File: src/rtl/hexfont_pkg.sv
// hexfont_pkg: shared types and constants for the hex font streamer.
// Optional build macro: HEXFONT_LEADING_ZERO_BLANK_EN.
package hexfont_pkg;

  // Segment patterns, bit6=a .. bit0=g; bit7 (dp) is added later.
  localparam logic [7:0] FONT [16] = '{
    8'h7E, 8'h30, 8'h6D, 8'h79,
    8'h33, 8'h5B, 8'h5F, 8'h70,
    8'h7F, 8'h7B, 8'h77, 8'h1F,
    8'h0D, 8'h3D, 8'h4F, 8'h47
  };

  typedef enum logic [1:0] {
    IDLE,
    SCAN,
    EMIT
  } state_e;

  // MAX7219 register address of the rightmost digit.
  localparam logic [3:0] DIG_ADDR_BASE = 4'd1;

  function automatic logic [15:0] pack_cmd(
    input logic [3:0] addr,
    input logic [7:0] seg
  );
    return {4'h0, addr, seg};
  endfunction

endpackage

File: src/rtl/hexfont_digit_enc.sv
// hexfont_digit_enc: nibble + dp + blank -> MAX7219 segment byte.
// Blanking is driven by the parent (HEXFONT_LEADING_ZERO_BLANK_EN).
module hexfont_digit_enc
  import hexfont_pkg::*;
(
  input  logic [3:0] nib_i,
  input  logic       dp_i,
  input  logic       blank_i,
  output logic [7:0] seg_o
);

  // Glyph lookup; a blanked digit keeps its decimal point.
  always_comb begin
    seg_o = {dp_i, FONT[nib_i][6:0]};
    if (blank_i) seg_o[6:0] = 7'h00;
  end

endmodule

File: src/rtl/hexfont_cmd_streamer.sv
// hexfont_cmd_streamer: streams changed MAX7219 digit writes.
// Define HEXFONT_LEADING_ZERO_BLANK_EN to blank leading zeros.
module hexfont_cmd_streamer
  import hexfont_pkg::*;
#(
  parameter int DIGITS = 8
) (
  input  logic                clk,
  input  logic                rst,
  input  logic [DIGITS*4-1:0] value_i,
  input  logic [DIGITS-1:0]   dp_i,
  input  logic                load_i,
  input  logic                invalidate_i,
  output logic                busy_o,
  output logic [15:0]         cmd_o,
  output logic                cmd_valid_o,
  input  logic                cmd_ready_i
);

  localparam logic [2:0] LAST = 3'(DIGITS - 1);

  state_e                state_q, state_d;
  logic [2:0]            idx_q, idx_d;
  logic [DIGITS*4-1:0]   snap_val_q, snap_val_d;
  logic [DIGITS-1:0]     snap_dp_q, snap_dp_d;
  logic [DIGITS*4-1:0]   pend_val_q, pend_val_d;
  logic [DIGITS-1:0]     pend_dp_q, pend_dp_d;
  logic                  pending_q, pending_d;
  logic [7:0]            shadow_q [DIGITS];
  logic [7:0]            shadow_d [DIGITS];
  logic [DIGITS-1:0]     shv_q, shv_d;
  logic [15:0]           cmd_q, cmd_d;
  logic                  cmd_valid_q, cmd_valid_d;

  logic [3:0] cur_nib;
  logic       cur_dp;
  logic       cur_blank;
  logic [7:0] cur_seg;
  logic       needs_send;
  logic       pass_end;

  // Select the snapshot digit under the scan index.
  always_comb begin
    cur_nib = '0;
    cur_dp  = 1'b0;
    for (int i = 0; i < DIGITS; i++) begin
      if (idx_q == 3'(i)) begin
        cur_nib = snap_val_q[4*i +: 4];
        cur_dp  = snap_dp_q[i];
      end
    end
`ifdef HEXFONT_LEADING_ZERO_BLANK_EN
    cur_blank = (idx_q != 3'd0) &&
                ((snap_val_q >> (4 * idx_q)) == '0);
`else
    cur_blank = 1'b0;
`endif
  end

  hexfont_digit_enc u_enc (
    .nib_i   (cur_nib),
    .dp_i    (cur_dp),
    .blank_i (cur_blank),
    .seg_o   (cur_seg)
  );

  assign needs_send = !shv_q[idx_q] ||
                      (shadow_q[idx_q] != cur_seg);

  // Next-state: scan, emit, pending pickup and invalidation.
  always_comb begin
    state_d     = state_q;
    idx_d       = idx_q;
    snap_val_d  = snap_val_q;
    snap_dp_d   = snap_dp_q;
    pend_val_d  = pend_val_q;
    pend_dp_d   = pend_dp_q;
    pending_d   = pending_q;
    shadow_d    = shadow_q;
    shv_d       = shv_q;
    cmd_d       = cmd_q;
    cmd_valid_d = cmd_valid_q;
    pass_end    = 1'b0;

    if (load_i && state_q != IDLE) begin
      pending_d  = 1'b1;
      pend_val_d = value_i;
      pend_dp_d  = dp_i;
    end

    unique case (state_q)
      IDLE: begin
        if (load_i) begin
          snap_val_d = value_i;
          snap_dp_d  = dp_i;
          idx_d      = '0;
          state_d    = SCAN;
        end
      end
      SCAN: begin
        if (needs_send) begin
          cmd_d       = pack_cmd(4'(idx_q) + DIG_ADDR_BASE,
                                 cur_seg);
          cmd_valid_d = 1'b1;
          state_d     = EMIT;
        end else if (idx_q != LAST) begin
          idx_d = idx_q + 3'd1;
        end else begin
          pass_end = 1'b1;
        end
      end
      EMIT: begin
        if (cmd_ready_i) begin
          shadow_d[idx_q] = cmd_q[7:0];
          shv_d[idx_q]    = 1'b1;
          cmd_valid_d     = 1'b0;
          if (idx_q != LAST) begin
            idx_d   = idx_q + 3'd1;
            state_d = SCAN;
          end else begin
            pass_end = 1'b1;
          end
        end
      end
      default: state_d = IDLE;
    endcase

    // A load in the pass-end cycle is newer than any pending one.
    if (pass_end) begin
      idx_d = '0;
      if (load_i) begin
        snap_val_d = value_i;
        snap_dp_d  = dp_i;
        pending_d  = 1'b0;
        state_d    = SCAN;
      end else if (pending_q) begin
        snap_val_d = pend_val_q;
        snap_dp_d  = pend_dp_q;
        pending_d  = 1'b0;
        state_d    = SCAN;
      end else begin
        state_d = IDLE;
      end
    end

    if (invalidate_i) shv_d = '0;
  end

  // State and datapath registers.
  always_ff @(posedge clk) begin
    if (rst) begin
      state_q     <= IDLE;
      idx_q       <= '0;
      snap_val_q  <= '0;
      snap_dp_q   <= '0;
      pend_val_q  <= '0;
      pend_dp_q   <= '0;
      pending_q   <= 1'b0;
      shadow_q    <= '{default: '0};
      shv_q       <= '0;
      cmd_q       <= '0;
      cmd_valid_q <= 1'b0;
    end else begin
      state_q     <= state_d;
      idx_q       <= idx_d;
      snap_val_q  <= snap_val_d;
      snap_dp_q   <= snap_dp_d;
      pend_val_q  <= pend_val_d;
      pend_dp_q   <= pend_dp_d;
      pending_q   <= pending_d;
      shadow_q    <= shadow_d;
      shv_q       <= shv_d;
      cmd_q       <= cmd_d;
      cmd_valid_q <= cmd_valid_d;
    end
  end

  assign busy_o      = (state_q != IDLE);
  assign cmd_o       = cmd_q;
  assign cmd_valid_o = cmd_valid_q;

endmodule

File: config.mk
export PLATFORM = sky130hd
export DESIGN_NAME = hexfont_cmd_streamer
export DESIGN_NICKNAME = d
export VERILOG_FILES = /design/src/rtl/hexfont_pkg.sv /design/src/rtl/hexfont_digit_enc.sv /design/src/rtl/hexfont_cmd_streamer.sv
export SDC_FILE = /design/constraint.sdc
export NUM_CORES = 1
export LEC_CHECK = 0
export ABC_AREA = 1
export CAP_MARGIN = 20
export CORE_ASPECT_RATIO = 2
export CORE_MARGIN = 1
export CORE_UTILIZATION = 63
export DETAILED_ROUTE_END_ITERATION = 8
export HOLD_SLACK_MARGIN = 0.02
export PLACE_DENSITY = 0.89
export SLEW_MARGIN = 20
export SYNTH_ARGS = -nofsm -noshare
export SYNTH_HDL_FRONTEND = slang
export SYNTH_SLANG_ARGS = --single-unit
File: constraint.sdc
create_clock -name clk -period 9.9 [get_ports clk]
set_clock_uncertainty 0.05 [all_clocks]
set_input_delay 1.485 -clock clk [delete_from_list [all_inputs] [get_ports clk]]
set_output_delay 1.485 -clock clk [all_outputs]
set_load 0.1 [all_outputs]
Yosys cells after proc, flatten, opt, wreduce, memory -nomap -nowiden
Memories as Yosys holds them, arrays and structs flattened.
Cells that the tools add are included.

word-level totals
  register bits after elaboration = 171
  memory bits (read-only) = 128
  input port bits = 45
  word-level logic and storage cells = 127
  memories kept = 1

cells by class
  add/sub/neg operators = 2
  order comparisons = 5
  equal/unequal tests = 19
  multiplexer cells = 62
  bitwise operators = 3
  reduce and logical (&&, ||, !) cells = 17

memory list
  name              words  width  rd ports  clocked after Yosys merged registers in  write ports  line                     text
  (name not given)  16     8      1         0                                        0            hexfont_digit_enc.sv:14  seg_o = {dp_i, FONT[nib_i][6:0]};

operator list
  operator                                                               number
  32-bit two-way mux                                                     5
  64-bit bitwise mux                                                     1
  8-bit two-way mux                                                      8
  4-bit two-way mux                                                      8
  8-bit binary-select mux with 3-bit select                              1
  8-bit demux with 3-bit select                                          1
  1-bit two-way mux                                                      21
  3-bit inequality test (second input constant)                          5
  7-bit two-way mux                                                      2
  3-bit == test (second input constant)                                  4
  3-bit two-way mux                                                      4
  2-bit two-way mux                                                      5
  3-bit one-hot mux with 3 select lines                                  1
  2-bit inequality test (second input constant)                          4
  8-bit inequality test                                                  1
  8-bit bitwise OR                                                       1
  4-bit AND reduction                                                    2
  3-bit by 2-bit == test with 1-bit output (second input constant)       2
  2-bit one-hot mux with 3 select lines                                  1
  5-bit greater-or-equal comparator (second input constant)              1
  4-bit NOT with 5-bit output                                            1
  3-bit by 1-bit adder with 4-bit output (second input constant)         1
  4-bit greater-or-equal comparator (second input constant)              1
  3-bit by 4-bit < comparator with 1-bit output (second input constant)  1
  20 further kinds                                                       26

Depth between registers and ports, before layout
Gate-level depths: netlist (run 1).

  depth in word-level cells = 19
  gate-level depth with buffers = 32
  depth with buffers taken out = 30

Hierarchy
From an unflattened synthesis (run 1), not the netlist that was laid out.

second synthesis, totals
  cell total of the unflattened synthesis = 1358
  area, all modules = 8976.1 sq um

by module, submodules not included
  module                times used  cells an instance  area an instance (sq um)  sequential area each (sq um)
  hexfont_cmd_streamer  1           1310               8700.8                    3423.3
  hexfont_digit_enc     1           48                 275.3                     0.0

Least setup slack after synthesis (run 1)
No wires, ideal clock.

  path type = register -> register
  from = reg idx_q[0]
  to = reg snap_val_q[10]
  setup time = 0.122 ns
  arrival = 3.210 ns
  setup slack = 6.519 ns
  stages on the path, launching flop included = 29
  buffers on the path = 3
  path through = dfxtp_1 clkbuf_1 inv_2 buf_1 ha_1 inv_1 nor2_1 nand2_1 nand2_1 inv_1 nand2_1 nand2_1 nand2_1 nand2_1 a21oi_4 ha_1 nand3_1 nand2_1 nand2_1 nand2_1 inv_2 nand2_1 nor2_2 nand3_2 nand2_2 nand2_4 inv_2 buf_2 a21oi_1

on the way
  longest elaborated chain between the ends = 18
  elaborated cells on any way between the ends = 43

RTL lines
  element                                                line                         text
  start, declared                                        hexfont_cmd_streamer.sv:23   logic [2:0] idx_q, idx_d;
  start signal, assigned                                 hexfont_cmd_streamer.sv:165  idx_q <= idx_d;
  3-bit zero test                                        hexfont_cmd_streamer.sv:47   if (idx_q == 3'(i)) begin
  4-bit two-way mux (8 in series)                        hexfont_cmd_streamer.sv:47
  4-bit NOT with 5-bit output (not written as such)      hexfont_digit_enc.sv:14
  memory read 16 x 8 bit                                 n/a
  7-bit two-way mux (not written as such) (2 in series)  hexfont_digit_enc.sv:14
  8-bit inequality test                                  hexfont_cmd_streamer.sv:68   (shadow_q[idx_q] != cur_seg);
  1-bit logical OR                                       hexfont_cmd_streamer.sv:67   assign needs_send = !shv_q[idx_q] ||
  1-bit two-way mux                                      hexfont_cmd_streamer.sv:101  if (needs_send) begin
  1-bit one-hot mux with 2 select lines (*)              hexfont_cmd_streamer.sv:91   unique case (state_q)
  32-bit two-way mux (*)                                 hexfont_cmd_streamer.sv:129  if (pass_end) begin
  end signal, assigned                                   hexfont_cmd_streamer.sv:166  snap_val_q <= snap_val_d;
  end, declared                                          hexfont_cmd_streamer.sv:24   logic [DIGITS*4-1:0] snap_val_q, snap_val_d;

Mark *: on every way between the ends. The rest lies on a longest branch, timed or not. The select of a mux whose other input is x is not followed.
A chain may end at the register's enable or synchronous reset.

Final worst setup path (run 1)
  from = reg idx_q[0]
  to = reg snap_val_q[23]

Same word-level chain as after synthesis.

==> flow_summary.yaml, run 1 <==
worst_setup_path:
  worstSetupPathType: "flip-flop to flip-flop"
  rrSetupSlack_ns: 5.07
  max_stage_delay_ns: 0.69
  crit_slowest_cell: "inv_2"
  cp_common_cell: "nand2_1"
  worstPathMaxFanout: 45
  crit_path_end_kind: "flip-flop"
  crit_arrival_ns: 5.15
  start_kind: "flip-flop"
  worst_ep_required_time_ns: 10.22
timing:
  finalMaxSlewViolations: 0
  timing.hold.ws_ns: 0.406
  finalHoldViolations: 0
  slew-limit-headroom: 0.327
  fin_crit_ns: 4.83
  setup_viol_count_final: 0
  worstMarginPinSlew_ns: 1.01
  final.period_utilization: 0.488
  setup_tns_ns: 0
  rsz0062_at_grt: "no"
  clock.fmax_mhz: 207
floorplanning:
  die_w_um: 86.5
  core_area_um2: 13900
  start_util: 0.647
  dieHeight_um: 171
  ios: 63
  placementRows: 61
  die_area_um2: 14800
global_route:
  grt_pass1_vias: 8699
  grt_first_pass_wirelength_um: 42200
  antenna_found_initial: 1
  overflow: 0
  grtUsageTotal: 0.377
  grt_start_max_net_pins: 63
pwr:
  power_mw: 2.89
  powerDensity_nw_per_um2: 286
  power_leakage_nw: 4.41
  ir_drop_mv: 0.172
place:
  numPortBuffers: 58
  place_hpwl_um: 17600
  placed_area_um2: 9510
  gp_congestion: 0.972
synthesis:
  syn_area_per_cell_um2: 6.58
  ys_ff_latch: 171
  syn_area_um2: 8990
  synth_warnings: 0
  syn_inst: 1366
  yosysSeqAreaShare: 0.381
  synth.distinct_cells: 35
cells_and_area:
  area_delta_synth_final_pct: 12.4
  diodes: 0
  multiInputGateArea_um2: 4850
  nets: 1428
  design_area_um2: 10100
  fillCellCount: 1170
  area.sequential_um2: 3420
  drive_above_1_share: 0.0680
clock_network:
  cts_root_buf: "clkbuf_16"
  cts_sinks: 171
  cts_tree: "built"
  post_cts_buffers: 0
  clk_latency_ns: 0.45
  path_clk_slew_ns: 0.07
  cts_resized: 0
  cts.path.max_buffers: 2
  htree_levels: 4
  postCtsHoldBufs: 0
  cts-buffers-inserted: 17
outcome:
  outcome: "finished, final reports clean"
routing:
  finalWirelength_um: 26400
  drt_iter0_drc: 541
  first_pass_iters: 5
  vias: 9225
  route.detailed.drc: 0
  vias_per_cell: 5.87
  wl_per_cell_um: 16.8
  drtAntennaViolNets: 0
worst_hold_path:
  hp-class: "flip-flop to flip-flop"
job:
  cap_violations: 0
[final timing paths]
check,startpoint,end,depth (start not counted)
worst max-delay path,idx_q[0],snap_val_q[23],27
worst min-delay path,shv_q[1],shv_q[1],2
worst max register to register,idx_q[0],snap_val_q[23],27
worst min register to register,shv_q[1],shv_q[1],2
[cell type report]
| class | instances | share of cell area |
|---|---|---|
| multi-input cells | 1021 | 0.480 |
| flip-flops and latches | 171 | 0.339 |
| repair buffers | 73 | 0.0671 |
| clock buffers | 20 | 0.0452 |
| inverters | 86 | 0.0322 |
| well taps | 189 | 0.0234 |
| clock inverters | 12 | 0.0137 |
[critical path: cells and delay by family (launching register included)]
kind | cells | cell delay [ns]
AND/OR/NAND/NOR | 19 | 1.85
buffers and inverters | 5 | 1.61
adder cells (fa/ha/maj) | 2 | 0.56
flip-flops | 1 | 0.31
AO/OA/AOI/OAI | 1 | 0.29
[synthesized netlist by cell type]
cell type | number | share of area
nand4_1 | 9 | 0.0063
buf_1 | 13 | 0.0054
clkinv_1 | 2 | 0.00084
nand2_2 | 3 | 0.0021
nor2_4 | 1 | 0.0013
dfxtp_1 | 171 | 0.38
or2_2 | 1 | 0.00070
buf_4 | 4 | 0.0033
a21oi_4 | 1 | 0.0018
a21oi_1 | 92 | 0.051
clkbuf_1 | 61 | 0.025
buf_2 | 7 | 0.0039
mux2i_1 | 19 | 0.021
nand2_1 | 335 | 0.14
conb_1 | 1 | 0.00042
ha_1 | 13 | 0.018
nand3_1 | 104 | 0.058
o21ai_0 | 106 | 0.059
nor2_1 | 236 | 0.099
o21ai_1 | 32 | 0.018
o21bai_1 | 1 | 0.00084
a21oi_2 | 3 | 0.0029
a31oi_1 | 29 | 0.020
inv_4 | 1 | 0.00070
nand3b_1 | 2 | 0.0017
inv_1 | 76 | 0.032
mux2_2 | 22 | 0.028
a211oi_1 | 2 | 0.0017
nor2_2 | 1 | 0.00070
o22ai_1 | 1 | 0.00070
inv_2 | 7 | 0.0029
o2111ai_1 | 1 | 0.00097
buf_6 | 6 | 0.0075
nand3_2 | 1 | 0.0011
nand2_4 | 2 | 0.0025
[metrics by stage]
stage | worst slack (ns) | cells | util
detailed placement | 5.23 | 1540 | 0.685
floorplan | 6.52 | 1369 | -
CTS | 5.15 | 1572 | 0.727
global placement | 5.29 | 1540 | 0.685
finish | 5.07 | 1572 | 0.727
global route | 4.54 | 1572 | 0.727
[sequential cells by signal, indices dropped and copies added, names as in the netlist]
register,cells
cmd_o,12
shadow_q,64
pend_val_q,32
state_q,2
cmd_valid_o,1
idx_q,3
pend_dp_q,8
pending_q,1
shv_q,8
snap_val_q,32
snap_dp_q,8
[layer usage]
| metal | GRT usage | share of wire |
|---|---|---|
| met1 | 0.352 | 0.32 |
| met2 | 0.649 | 0.51 |
| met3 | 0.122 | 0.070 |
| met4 | 0.325 | 0.094 |
| met5 | 0 | 0 |
[power breakdown]
part | switching (mW) | total, mW | internal [mW]
Combinational | 0.927 | 1.33 | 0.399
Clock | 0.294 | 0.682 | 0.388
Sequential | 0.0982 | 0.885 | 0.787
[cells in the final DEF, fill, tap and decap left out, drive strengths merged, types with 2 or more instances in the layout]
master / netlist / routed
nand2: 340 / 340
nor2: 238 / 238
dfxtp: 171 / 171
o21ai: 138 / 138
nand3: 105 / 105
a21oi: 96 / 96
inv: 84 / 87
clkdlybuf4s50: 0 / 55
a31oi: 29 / 29
mux2: 22 / 22
clkbuf: 61 / 20
mux2i: 19 / 19
buf: 30 / 18
ha: 13 / 13
nand4: 9 / 9
clkinv: 2 / 8
conb: 1 / 4
nand3b: 2 / 2
a211oi: 2 / 2
bufinv: 0 / 2
[kinds of logic (layout without fill, tap and decap cells)]
kind of cell / Yosys count / in the layout / synth area share
AO/OA/AOI/OAI: 268 / 268 / 0.157
adder cells (fa/ha/maj): 13 / 13 / 0.0181
buffers and inverters: 177 / 191 / 0.0819
flip-flops: 171 / 171 / 0.381
multiplexers: 41 / 41 / 0.0487
other: 1 / 4 / 0.000417
AND/OR/NAND/NOR: 695 / 695 / 0.313
(Power assumes the default switching activity.)
==> run 2: changes to the inputs <==
CORE_UTILIZATION = 59   (was 63)
PLACE_DENSITY = 0.84   (was 0.89)
clock period = 4.67 ns   (was 9.9 ns; I/O delays follow)
==> flow_summary.yaml, run 2 (synthesized netlist as in run 1, its figures left out) <==
worst_setup_path:
  max_stage_delay_ns: 0.60
  crit_path_end_kind: "flip-flop"
  crit_arrival_ns: 4.34
  timing.rr.end: "snap_val_q[23]"
  crit_start: "idx_q[2]"
  start_kind: "flip-flop"
  r2r_start: "idx_q[2]"
  rrSetupSlack_ns: 0.65
  cp_num_buf_inv: 4
  worstPathMaxFanout: 45
  crit_chain: "inv_4 > ha_1 > inv_1 > o21ai_0 > inv_1 > nand2_1 > nand2_1 > nand2_1 > a21oi_2 > ha_1 > nand2_1 > nand3_1 > nand2_1 > nand2_1 > nand2_1 > nand2_1 > nor2_2 > nand3_2 > nand2_2 > nand2_4 > inv_4 > nor2_1 > nor2_1"
  worstSetupPathType: "flip-flop to flip-flop"
  worstRegToRegCells: 23
  cp_common_cell: "nand2_1"
  crit_family: "simple AND/OR/NAND/NOR gates"
  crit_slowest_cell: "dfxtp_1"
  path_depth: 23
  crit_end: "snap_val_q[23]"
  worst_ep_required_time_ns: 4.99
floorplanning:
  die_w_um: 89.3
  die_area_um2: 15800
  placementRows: 63
  core_area_um2: 14800
  start_util: 0.606
  ios: 63
  dieHeight_um: 177
timing:
  rsz0062_at_grt: "no"
  fin_crit_ns: 4.02
  setup_viol_count_final: 0
  slew-limit-headroom: 0.350
  finalHoldViolations: 0
  final.period_utilization: 0.860
  finalMaxSlewViolations: 0
  setup_ws_ns: 0.654
  setup_tns_ns: 0
  worstMarginPinSlew_ns: 0.972
  clock.fmax_mhz: 249
clock_network:
  cts_tree: "built"
  cts_resized: 0
  htree_levels: 4
  path_clk_slew_ns: 0.07
  cts.path.max_buffers: 2
  cts-buffers-inserted: 17
  cts_root_buf: "clkbuf_16"
  cts_sinks: 171
  postCtsHoldBufs: 0
  clk_latency_ns: 0.44
  post_cts_buffers: 0
global_route:
  grt_first_pass_wirelength_um: 41500
  overflow: 0
  grtUsageTotal: 0.348
  grt_start_max_net_pins: 59
  grt_pass1_vias: 8769
  antenna_found_initial: 0
cells_and_area:
  multiInputGateArea_um2: 4840
  drive_above_1_share: 0.0693
  largest_register_ffs: 64
  area_delta_synth_final_pct: 13.0
  top_regs: "shadow_q: 64 flops, pend_val_q: 32 flops, snap_val_q: 32 flops"
  diodes: 0
  design_area_um2: 10200
  final_cells: 1581
  final_common_cell: "nand2_1"
  nets: 1431
  top_register: "shadow_q"
  area.sequential_um2: 3420
  fillCellCount: 1364
  layout_common_cells: "334 x nand2_1, 236 x nor2_1, 171 x dfxtp_1"
  utilization: 0.685
pwr:
  ir_drop_mv: 0.360
  powerDensity_nw_per_um2: 610
  power_leakage_nw: 4.42
place:
  pre_cts_ws_ns: 0.508
  numPortBuffers: 58
  gp_congestion: 0.953
  place_hpwl_um: 17600
  placed_area_um2: 9540
  dp.cells: 1549
routing:
  finalWirelength_um: 25800
  first_pass_iters: 5
  wl_per_cell_um: 16.3
  vias: 9107
  route.detailed.drc: 0
  drt_iter0_drc: 566
  vias_per_cell: 5.76
  drtAntennaViolNets: 0
job:
  cap_violations: 0
worst_hold_path:
  hp-class: "flip-flop to flip-flop"
outcome:
  outcome: "finished, final reports clean"
-- run 2: cell types whose count changed in the layout (fill, tap and decap cells not counted), sizes merged --
cell           delta
buf               +2
bufinv            +1
clkbuf            -2
clkdlybuf4s50     +1
clkinv            -3
clkinvlp          +1
inv               +3
-- run 2: how the worst min path moves through the flow --
stage,endpoint,start,slack (ns),cells past startpoint
2_1_floorplan,shv_q[0],shv_q[0],0.38,2
3_3_place_gp,shv_q[1],shv_q[1],0.39,2
3_5_place_dp,pend_val_q[7],pend_val_q[7],0.40,2
4_1_cts,pend_val_q[7],pend_val_q[7],0.41,2
5_1_grt,pend_val_q[20],pend_val_q[20],0.43,2
6_report,pend_dp_q[0],pend_dp_q[0],0.41,2
-- run 2: power by group --
group          total [mW]  switching (mW)  internal, mW
logic                2.82            1.97         0.852
clock network        1.49           0.638         0.854
registers            1.88           0.213          1.67
-- run 2: per-stage QoR --
step / hold slack [ns] / power, mW
3_3_place_gp: 0.394 / 4.63
3_5_place_dp: 0.402 / 4.68
5_1_grt: 0.430 / 6.58
6_report: 0.413 / 6.19
4_1_cts: 0.413 / 6.16
2_1_floorplan: 0.385 / 3.99
-- run 2: layout make-up --
type / instances / area share
Timing Repair Buffer: 76 / 0.0695
Tap cell: 195 / 0.0240
Clock buffer: 18 / 0.0423
Inverter: 86 / 0.0323
Multi-Input combinational cell: 1021 / 0.477
Sequential cell: 171 / 0.337
Clock inverter: 14 / 0.0180
-- run 2: per-layer routing --
layer / share of wire / vias up / routed length (µm) / GRT usage
met1: 0.34 / 4172 / 8890 / 0.344
met2: 0.52 / 342 / 13500 / 0.611
met5: 0 / - / 0 / 0
met3: 0.048 / 133 / 1240 / 0.0603
li1: - / 4460 / - / -
met4: 0.084 / 0 / 2180 / 0.281
-- run 2: worst reg2reg max path, stage by stage (launching register included) --
cell and delay [ns]:
dfxtp_1 0.60, inv_4 0.13, ha_1 0.31, inv_1 0.14
o21ai_0 0.10, inv_1 0.06, nand2_1 0.06, nand2_1 0.05
nand2_1 0.07, a21oi_2 0.27, ha_1 0.30, nand2_1 0.07
nand3_1 0.09, nand2_1 0.09, nand2_1 0.06, nand2_1 0.05
nand2_1 0.07, nor2_2 0.15, nand3_2 0.11, nand2_2 0.10
nand2_4 0.30, inv_4 0.48, nor2_1 0.13, nor2_1 0.12
==> run 3: changes to the inputs <==
ABC_CLOCK_PERIOD_IN_PS = 4670   (was unset)
HOLD_SLACK_MARGIN = 0.03   (was 0.02)
TNS_END_PERCENT = 30   (was unset)
==> results of run 3 <==
No change in the layout: final DEF, timing and power equal those of run 2.
